===== config.mk =====
export PLATFORM = sky130hd
export DESIGN_NAME = console_uart_tx
export DESIGN_NICKNAME = d
export VERILOG_FILES = /design/src/rtl/console_pkg.sv /design/src/rtl/console_fifo.sv /design/src/rtl/console_uart_tx.sv
export SDC_FILE = /design/constraint.sdc
export NUM_CORES = 1
export LEC_CHECK = 0
export CORE_UTILIZATION = 30
export CTS_BUF_LIST = sky130_fd_sc_hd__clkbuf_4 sky130_fd_sc_hd__clkbuf_8
export CTS_CLUSTER_DIAMETER = 200
export DETAILED_ROUTE_END_ITERATION = 8
export PLACE_DENSITY = 0.5
export SLEW_MARGIN = 0
export SYNTH_ARGS = -nofsm -noshare
export SYNTH_HDL_FRONTEND = slang
export SYNTH_SLANG_ARGS = --single-unit

===== constraint.sdc =====
create_clock -name CLK -period 2.9 [get_ports CLK]
set_input_delay 0.87 -clock CLK [delete_from_list [all_inputs] [get_ports CLK]]
set_output_delay 0.87 -clock CLK [all_outputs]
set_load 0.01 [all_outputs]

===== src/rtl/console_pkg.sv =====
// Shared constants and FSM encoding for the console UART transmitter.
package console_pkg;

  localparam int unsigned DefaultClksPerBit = 868;  // 100 MHz / 115200
  localparam int unsigned DefaultFifoDepth  = 8;

  typedef enum logic [1:0] {
    StIdle,
    StStart,
    StData,
    StStop
  } tx_state_e;

endpackage


===== src/rtl/console_fifo.sv =====
// First-word-fall-through byte FIFO; dout always shows the head entry when non-empty.
module console_fifo #(
  parameter int unsigned Depth = 8
) (
  input  logic                     clk_i,
  input  logic                     rst_ni,
  input  logic                     push_i,
  input  logic [7:0]               din_i,
  input  logic                     pop_i,
  output logic [7:0]               dout_o,
  output logic [$clog2(Depth):0]   count_o,
  output logic                     full_o,
  output logic                     empty_o
);

  localparam int unsigned PtrW = $clog2(Depth);
  localparam int unsigned CntW = PtrW + 1;

  logic [7:0]      mem_q [Depth];
  logic [PtrW-1:0] wr_ptr_q, rd_ptr_q;
  logic [CntW-1:0] count_q;
  logic            push_ok, pop_ok;

  assign full_o  = (count_q == CntW'(Depth));
  assign empty_o = (count_q == '0);
  assign push_ok = push_i && !full_o;
  assign pop_ok  = pop_i && !empty_o;
  assign dout_o  = mem_q[rd_ptr_q];
  assign count_o = count_q;

  always_ff @(posedge clk_i) begin
    if (push_ok) begin
      mem_q[wr_ptr_q] <= din_i;
    end
  end

  // Pointers wrap naturally since Depth is a power of two; count tells full from empty.
  always_ff @(posedge clk_i) begin
    if (!rst_ni) begin
      wr_ptr_q <= '0;
      rd_ptr_q <= '0;
      count_q  <= '0;
    end else begin
      if (push_ok) wr_ptr_q <= wr_ptr_q + 1'b1;
      if (pop_ok)  rd_ptr_q <= rd_ptr_q + 1'b1;
      unique case ({push_ok, pop_ok})
        2'b10:   count_q <= count_q + 1'b1;
        2'b01:   count_q <= count_q - 1'b1;
        default: count_q <= count_q;
      endcase
    end
  end

endmodule


===== src/rtl/console_uart_tx.sv =====
// Buffered 8N1 UART transmitter for the processor console; frames are sent back-to-back.
module console_uart_tx
  import console_pkg::*;
#(
  parameter int unsigned CLKS_PER_BIT = DefaultClksPerBit,
  parameter int unsigned FIFO_DEPTH   = DefaultFifoDepth
) (
  input  logic                          CLK,
  input  logic                          RESET,
  input  logic [7:0]                    CONSOLE_OUT,
  input  logic                          CONSOLE_OUT_valid,
  output logic                          CONSOLE_OUT_ready,
  output logic                          TX,
  output logic                          BUSY,
  output logic [$clog2(FIFO_DEPTH):0]   FIFO_COUNT
);

  localparam int unsigned BaudW = $clog2(CLKS_PER_BIT);

  tx_state_e        state_q, state_d;
  logic [BaudW-1:0] baud_q, baud_d;
  logic [2:0]       bit_idx_q, bit_idx_d;
  logic [7:0]       shift_q, shift_d;
  logic             tx_q, tx_d;

  logic       fifo_pop, fifo_full, fifo_empty, baud_last;
  logic [7:0] fifo_dout;

  console_fifo #(
    .Depth (FIFO_DEPTH)
  ) u_fifo (
    .clk_i   (CLK),
    .rst_ni  (RESET),
    .push_i  (CONSOLE_OUT_valid),
    .din_i   (CONSOLE_OUT),
    .pop_i   (fifo_pop),
    .dout_o  (fifo_dout),
    .count_o (FIFO_COUNT),
    .full_o  (fifo_full),
    .empty_o (fifo_empty)
  );

  assign CONSOLE_OUT_ready = !fifo_full;
  assign BUSY              = (state_q != StIdle) || !fifo_empty;
  assign TX                = tx_q;
  assign baud_last         = (baud_q == BaudW'(CLKS_PER_BIT - 1));

  // tx_d always carries the line level of the state being entered, so TX stays registered.
  always_comb begin
    state_d   = state_q;
    baud_d    = baud_q;
    bit_idx_d = bit_idx_q;
    shift_d   = shift_q;
    tx_d      = tx_q;
    fifo_pop  = 1'b0;
    if (state_q != StIdle) begin
      baud_d = baud_last ? '0 : baud_q + 1'b1;
    end
    unique case (state_q)
      StIdle: begin
        tx_d = 1'b1;
        if (!fifo_empty) begin
          fifo_pop = 1'b1;
          shift_d  = fifo_dout;
          state_d  = StStart;
          baud_d   = '0;
          tx_d     = 1'b0;
        end
      end
      StStart: begin
        if (baud_last) begin
          state_d   = StData;
          bit_idx_d = '0;
          tx_d      = shift_q[0];
        end
      end
      StData: begin
        if (baud_last) begin
          if (bit_idx_q == 3'd7) begin
            state_d = StStop;
            tx_d    = 1'b1;
          end else begin
            bit_idx_d = bit_idx_q + 1'b1;
            shift_d   = {1'b0, shift_q[7:1]};
            tx_d      = shift_q[1];
          end
        end
      end
      StStop: begin
        if (baud_last) begin
          if (!fifo_empty) begin
            fifo_pop = 1'b1;
            shift_d  = fifo_dout;
            state_d  = StStart;
            tx_d     = 1'b0;
          end else begin
            state_d = StIdle;
            tx_d    = 1'b1;
          end
        end
      end
      default: begin
        state_d = StIdle;
        tx_d    = 1'b1;
      end
    endcase
  end

  always_ff @(posedge CLK) begin
    if (!RESET) begin
      state_q   <= StIdle;
      baud_q    <= '0;
      bit_idx_q <= '0;
      shift_q   <= '0;
      tx_q      <= 1'b1;
    end else begin
      state_q   <= state_d;
      baud_q    <= baud_d;
      bit_idx_q <= bit_idx_d;
      shift_q   <= shift_d;
      tx_q      <= tx_d;
    end
  end

endmodule


==> results.md, run 1 <==
* Largest net degree at the start of global routing at 23
* Setup violators final at 0
* CTS tree: yes
* Die ar. at 15200 sq um
* Worst vdd ir at 0.365 mV
* CP Capture Type: output port
* CTS Buffer Depth at 2
* Clock Skews at 0.0156 ns
* Final wirelength at 9140 um
* Post-synthesis cell area at 4430 sq um
* Critical path peak fanout at 9
* Vias in the first global route at 2703
* Sequential area share after synthesis at 0.601
* Postcts setup bufs at 0
* Yosys warns at 0
* Initial antenna violation count at 0
* Fin worst setup slack at 0.146 ns
* Worst slew margin at 0.481
* Die span in x at 123 um
* Max Cap Viol at 0
* Critical path data required time at 2.03 ns
* Distinct cells, synth at 54
* HPWL after DPL at 6010 um
* Ys async rst share at 0
* Slew @ Worst Pin at 0.771 ns
* Crit path DAT at 1.88 ns
* Routed WL per cell at 16.5 um
* Post-synth top flop: edfxtp_1
* Inserted Clock Buffers at 9
* Clk Latency, worst-skew pair at 0.38 ns
* PwrDens at 856 nW/um^2
* FF/Latch Area at 2670 sq um
* Number of port buffers at 17
* Slowest cell on the critical path: or4b_4
* Area Growth Syn to Fin at 16.7%
* Mapped Avg Cell Area at 13.5 sq um
* CP cell instances: or4b_4, clkdlybuf4s50_1
* Crit share post-route at 0.950
* Yosys reg bits at 101
* ANT cells at 0
* Detail Route Antenna Nets at 0
* DRT Pass-1 Iters at 4
* Gpl congestion at 0.758
* CP max stage delay at 0.61 ns
* GR Overflow Total at 0
* Crit path launch type: flop
* Power, Total at 4.42 mW
* CTS Root Cell: clkbuf_8
* Finished Core Util at 0.357
* Top Family by Delay on Critical Path: simple AND/OR/NAND/NOR gates
* Clock transition at path regs at 0.09 ns
* Remaining routing DRC violations at 0
* Vias/cell at 4.96
* Core Region at 14500 sq um
* Final hold slack at 0.481 ns
* Initial DRC count at 140
* Most common cell after layout, fill and taps aside: edfxtp_1
* CP Class: flop to output port
* Buffer and inverter count on the worst path at 1
* Vias at 2749
* Setup TNS at 0 ns
* Layout net count at 389
* Fmax at 363 MHz
* Outcome: complete, no violations
* Starting Density at 0.306
* Filler Cell Count at 1420
* Post-synth EDFFs at 64
* Setup Slack @ Placement at 0.189 ns
* # IOs at 18
* Commonest non-fill, non-tap cells in the layout: 64 x edfxtp_1, 35 x dfxtp_1, 24 x buf_4, 18 x a21oi_1
* Mapped Cells at 329
* CTS Sinks at 101
* RSZ-0062 raised after global routing: false
* Die H at 123 um
* Share of cells above drive strength 1 at 0.208
* Tmin final at 2.75 ns
* Overall routing resource usage at 0.132
* Multi-input gate area at 1700 sq um
* Max-slew violations at 0
* First-pass GRT wire length at 14500 um
* H-tree levels at 3
* Lkg Pwr at 1.73 nW
* FP Rows at 44
* Hold Crit Class: flop to flop
* Synth Net Count at 353
* Final Hold Vio Count at 0
==> area by class of cell <==
cell class	count	share of cell area
repair buffers	41	0.0678
inverters	8	0.00581
multi-input cells	204	0.329
well taps	184	0.0446
clock buffers	10	0.0266
clock inverters	6	0.0102
flip-flops and latches	101	0.516
==> through the flow <==
stage | std cells | cell area [sq um]
6_report | 554 | 5170
5_1_grt | 554 | 5170
4_1_cts | 554 | 5150
3_5_place_dp | 538 | 4940
3_3_place_gp | 538 | 4940
2_1_floorplan | 329 | 4430
==> path summary, 6_finish.rpt <==
kind / startpoint / endpoint / slack, ns / depth (start not counted)
setup reg to reg: u_fifo.count_o[0] / u_fifo.count_o[2] / 0.23 / 10
setup / recovery: u_fifo.count_o[0] / CONSOLE_OUT_ready / 0.15 / 2
hold reg to reg: baud_q[1] / baud_q[1] / 0.48 / 2
hold / removal: baud_q[1] / baud_q[1] / 0.48 / 2
==> logic make-up after synthesis <==
logic type,Yosys count,synth area share
flops,101,0.601
buf+inv,24,0.0226
simple gates,88,0.110
mux,29,0.113
fa+ha+maj,13,0.0367
compound gates,66,0.100
xor+xnor,8,0.0158
==> repair_timing <==
item	CTS	global route
gates resized for setup	3	4
hold buffers	0	0
cloned	0	0
setup endpoints to repair	2	2
pin swaps	0	1
==> tightest hold or removal path, cell delays in order (launching register included) <==
cell	delay (ns)
dfxtp_1	0.33
nand2_1	0.06
a21oi_1	0.05
==> sequential cells by signal, indices dropped and copies added (netlist names), named ones only <==
signal           count
baud_q              10
u_fifo.rd_ptr_q      3
TX                   1
state_q              2
shift_q              8
u_fifo.count_o       4
bit_idx_q            3
u_fifo.mem_q        64
u_fifo.wr_ptr_q      3
==> synth_stat cells (all sizes together) (4+ instances only) <==
master	number	area share
mux4	16	0.081
a31oi	5	0.0071
nor3	6	0.0068
o21ai	13	0.015
mux2i	5	0.011
nor2	14	0.012
xor2	5	0.0099
or3	4	0.0057
dfxtp	37	0.17
nand3	10	0.011
a21oi	18	0.020
edfxtp	64	0.43
nand2	17	0.014
o2111ai	6	0.012
clkbuf	12	0.010
ha	13	0.037
inv	8	0.0068
buf	4	0.0057
mux2	8	0.020
nand2b	14	0.020
==> power by group <==
group	total [mW]	switching (mW)	internal [mW]
clock network	0.868	0.517	0.351
registers	1.87	0.151	1.72
logic	1.68	0.887	0.793
total	4.42	1.55	2.86
==> layer usage <==
layer | global-route usage | wire (um)
met5 | 0 | 0
met4 | 0.0429 | 130
met3 | 0.0318 | 201
met2 | 0.222 | 4530
met1 | 0.165 | 4280
(Power assumes the default switching activity.)
==> run 2: changes to the inputs <==
--- a/config.mk
+++ b/config.mk
@@ -10,6 +10,7 @@
 export CTS_CLUSTER_DIAMETER = 200
 export DETAILED_ROUTE_END_ITERATION = 8
 export PLACE_DENSITY = 0.5
+export RECOVER_POWER = 25
 export SLEW_MARGIN = 0
 export SYNTH_ARGS = -nofsm -noshare
 export SYNTH_HDL_FRONTEND = slang
==> run 2 against run 1 <==
Flip-flop and latch count unchanged. Non-clock buffer count is the same. Total power barely moved. Combinational power about the same. First-iteration DRC count stayed put. Worst setup slack is essentially flat. Clock skew did not move. Worst hold slack is essentially flat. Sequential share of layout area is the same. Clock power is essentially flat. Register-to-register slack hardly changed. Via count did not move. Largest cell class unchanged. Highest routed layer unchanged.
==> results.md, run 2 (synthesis gave the netlist of run 1 again) <==
* FP Rows at 44 (unchanged)
* Remaining routing DRC violations at 0 (unchanged)
* Crit path DAT at 1.88 ns (about the same)
* Max reg flops at 64 (unchanged)
* Critical path peak fanout at 9 (unchanged)
* Gpl congestion at 0.758 (unchanged)
* Share of cells above drive strength 1 at 0.208 (unchanged)
* Final wirelength at 9140 um (about the same)
* Die span in x at 123 um (unchanged)
* Final Hold Vio Count at 0 (unchanged)
* R2R Path End: u_fifo.count_o[2]
* Starting Density at 0.306 (unchanged)
* CTS Sinks at 101 (unchanged)
* Hold Crit Class: flop to flop
* H-tree levels at 3 (unchanged)
* Filler Cell Count at 1420 (unchanged)
* Setup violators final at 0 (unchanged)
* CTS tree: yes
* Regs by FF count: u_fifo.mem_q: 64 flops, baud_q: 10 flops, shift_q: 8 flops
* HPWL after DPL at 6010 um (unchanged)
* Layout net count at 389 (unchanged)
* Core Region at 14500 sq um (unchanged)
* Detail Route Antenna Nets at 0 (unchanged)
* Reg2reg setup slack at 0.23 ns (about the same)
* Number of port buffers at 17 (unchanged)
* Area Growth Syn to Fin at 16.7% (unchanged)
* Post-placement cell area at 4940 sq um (unchanged)
* Tmin final at 2.75 ns (+0.000219 ns)
* Vias at 2749 (unchanged)
* Finished Core Util at 0.357 (unchanged)
* Worst reg2reg startpoint: u_fifo.count_o[0]
* Setup TNS at 0 ns (unchanged)
* Most common cell after layout, fill and taps aside: edfxtp_1
* Commonest non-fill, non-tap cells in the layout: 64 x edfxtp_1, 35 x dfxtp_1, 24 x buf_4, 18 x a21oi_1, 17 x nand2_1
* Fin area at 5170 sq um (unchanged)
* ANT cells at 0 (unchanged)
* Largest net degree at the start of global routing at 23 (unchanged)
* Clk Latency, worst-skew pair at 0.38 ns (about the same)
* Crit path launch type: flop
* Worst slew margin at 0.481 (unchanged)
* Postcts setup bufs at 0 (unchanged)
* Vias in the first global route at 2703 (unchanged)
* Inserted Clock Buffers at 9 (unchanged)
* Multi-input gate area at 1700 sq um (unchanged)
* Fin worst setup slack at 0.145 ns (-0.000219 ns)
* Initial DRC count at 140 (unchanged)
* Initial antenna violation count at 0 (unchanged)
* PwrDens at 855 nW/um^2 (about the same)
* Crit share post-route at 0.950 (about the same)
* Lkg Pwr at 1.73 nW (about the same)
* # IOs at 18 (unchanged)
* Top reg by flops: u_fifo.mem_q
* First-pass GRT wire length at 14500 um (unchanged)
* Die H at 123 um (unchanged)
* Worst Setup EP: CONSOLE_OUT_ready
* Vias/cell at 4.96 (unchanged)
* Routed WL per cell at 16.5 um (about the same)
* Critical path origin: u_fifo.count_o[0]
* RSZ-0062 raised after global routing: false
* Setup Slack @ Placement at 0.189 ns (unchanged)
* Slew @ Worst Pin at 0.771 ns (unchanged)
* Clock Skews at 0.0156 ns (unchanged)
* Worst reg2reg path depth at 10 (unchanged)
* Overall routing resource usage at 0.132 (unchanged)
* FF/Latch Area at 2670 sq um (unchanged)
* Max-slew violations at 0 (unchanged)
* Outcome: complete, no violations
* Worst vdd ir at 0.365 mV (about the same)
* Power, Total at 4.42 mW (about the same)
* Die ar. at 15200 sq um (unchanged)
* CP Capture Type: output port
* Max Cap Viol at 0 (unchanged)
* Hold_buf cts at 0 (unchanged)
* CP Class: flop to output port
* DRT Pass-1 Iters at 4 (unchanged)
* CTS Root Cell: clkbuf_8
* Critical path data required time at 2.03 ns (about the same)
* HP Start: baud_q[1]
* Clock transition at path regs at 0.09 ns (about the same)
* CTS Buffer Depth at 2 (unchanged)
* GR Overflow Total at 0 (unchanged)
* Fmax at 363 MHz (about the same)
run 2: cell count changes in the layout (fill, tap and decap cells not counted):
| cell | delta |
|---|---|
| clkdlybuf4s50_1 | -6 |
| dlygate4sd3_1 | +6 |
run 2: how the worst min path moves through the flow:
| stage | to | slack, ns | depth (start not counted) |
|---|---|---|---|
| detailed placement | shift_q[6] | 0.46 | 2 |
| floorplan | baud_q[1] | 0.44 | 2 |
| global placement | baud_q[1] | 0.45 | 2 |
| CTS | shift_q[4] | 0.48 | 2 |
| global route | shift_q[5] | 0.51 | 2 |
| finish | baud_q[1] | 0.48 | 2 |
run 2: worst max-delay path, stage by stage (launching register included):
cell and delay (ns):
dfxtp_1 0.41, or4b_4 0.61, clkdlybuf4s50_1 0.50
run 2: cell type report:
type	instances	area share
Sequential cell	101	0.516
Multi-Input combinational cell	204	0.329
Timing Repair Buffer	41	0.0678
Tap cell	184	0.0446
Clock buffer	10	0.0266
Clock inverter	6	0.0102
Inverter	8	0.00581
run 2: power by group:
group | switching (mW) | leakage [nW] | internal [mW]
clock network | 0.518 | 0.0967 | 0.351
logic | 0.887 | 0.746 | 0.792
registers | 0.151 | 0.884 | 1.72
total | 1.55 | 1.73 | 2.86
run 2: metrics by stage:
step / std cells / hold slack, ns
3_5_place_dp: 538 / 0.465
6_report: 554 / 0.481
2_1_floorplan: 329 / 0.444
5_1_grt: 554 / 0.508
3_3_place_gp: 538 / 0.454
4_1_cts: 554 / 0.481
run 2: timing repair:
item,4_1_cts,5_1_grt
resized for setup,3,4
pin swaps,0,1
setup endpoints to repair,2,2
run 2: metal layers:
layer,up-vias,global-route usage,part of all wire
met3,12,0.0318,0.022
met1,1371,0.165,0.47
met4,0,0.0429,0.014
li1,1345,-,-
met5,-,0,0
met2,21,0.222,0.50
==> run 3: changes to the inputs <==
--- a/config.mk
+++ b/config.mk
@@ -9,6 +9,7 @@
 export CTS_BUF_LIST = sky130_fd_sc_hd__clkbuf_4 sky130_fd_sc_hd__clkbuf_8
 export CTS_CLUSTER_DIAMETER = 200
 export DETAILED_ROUTE_END_ITERATION = 8
+export GPL_ROUTABILITY_DRIVEN = 0
 export PLACE_DENSITY = 0.5
 export RECOVER_POWER = 25
 export SLEW_MARGIN = 0
==> results of run 3 <==
Final layout, timing and power as in run 2 (identical DEF).
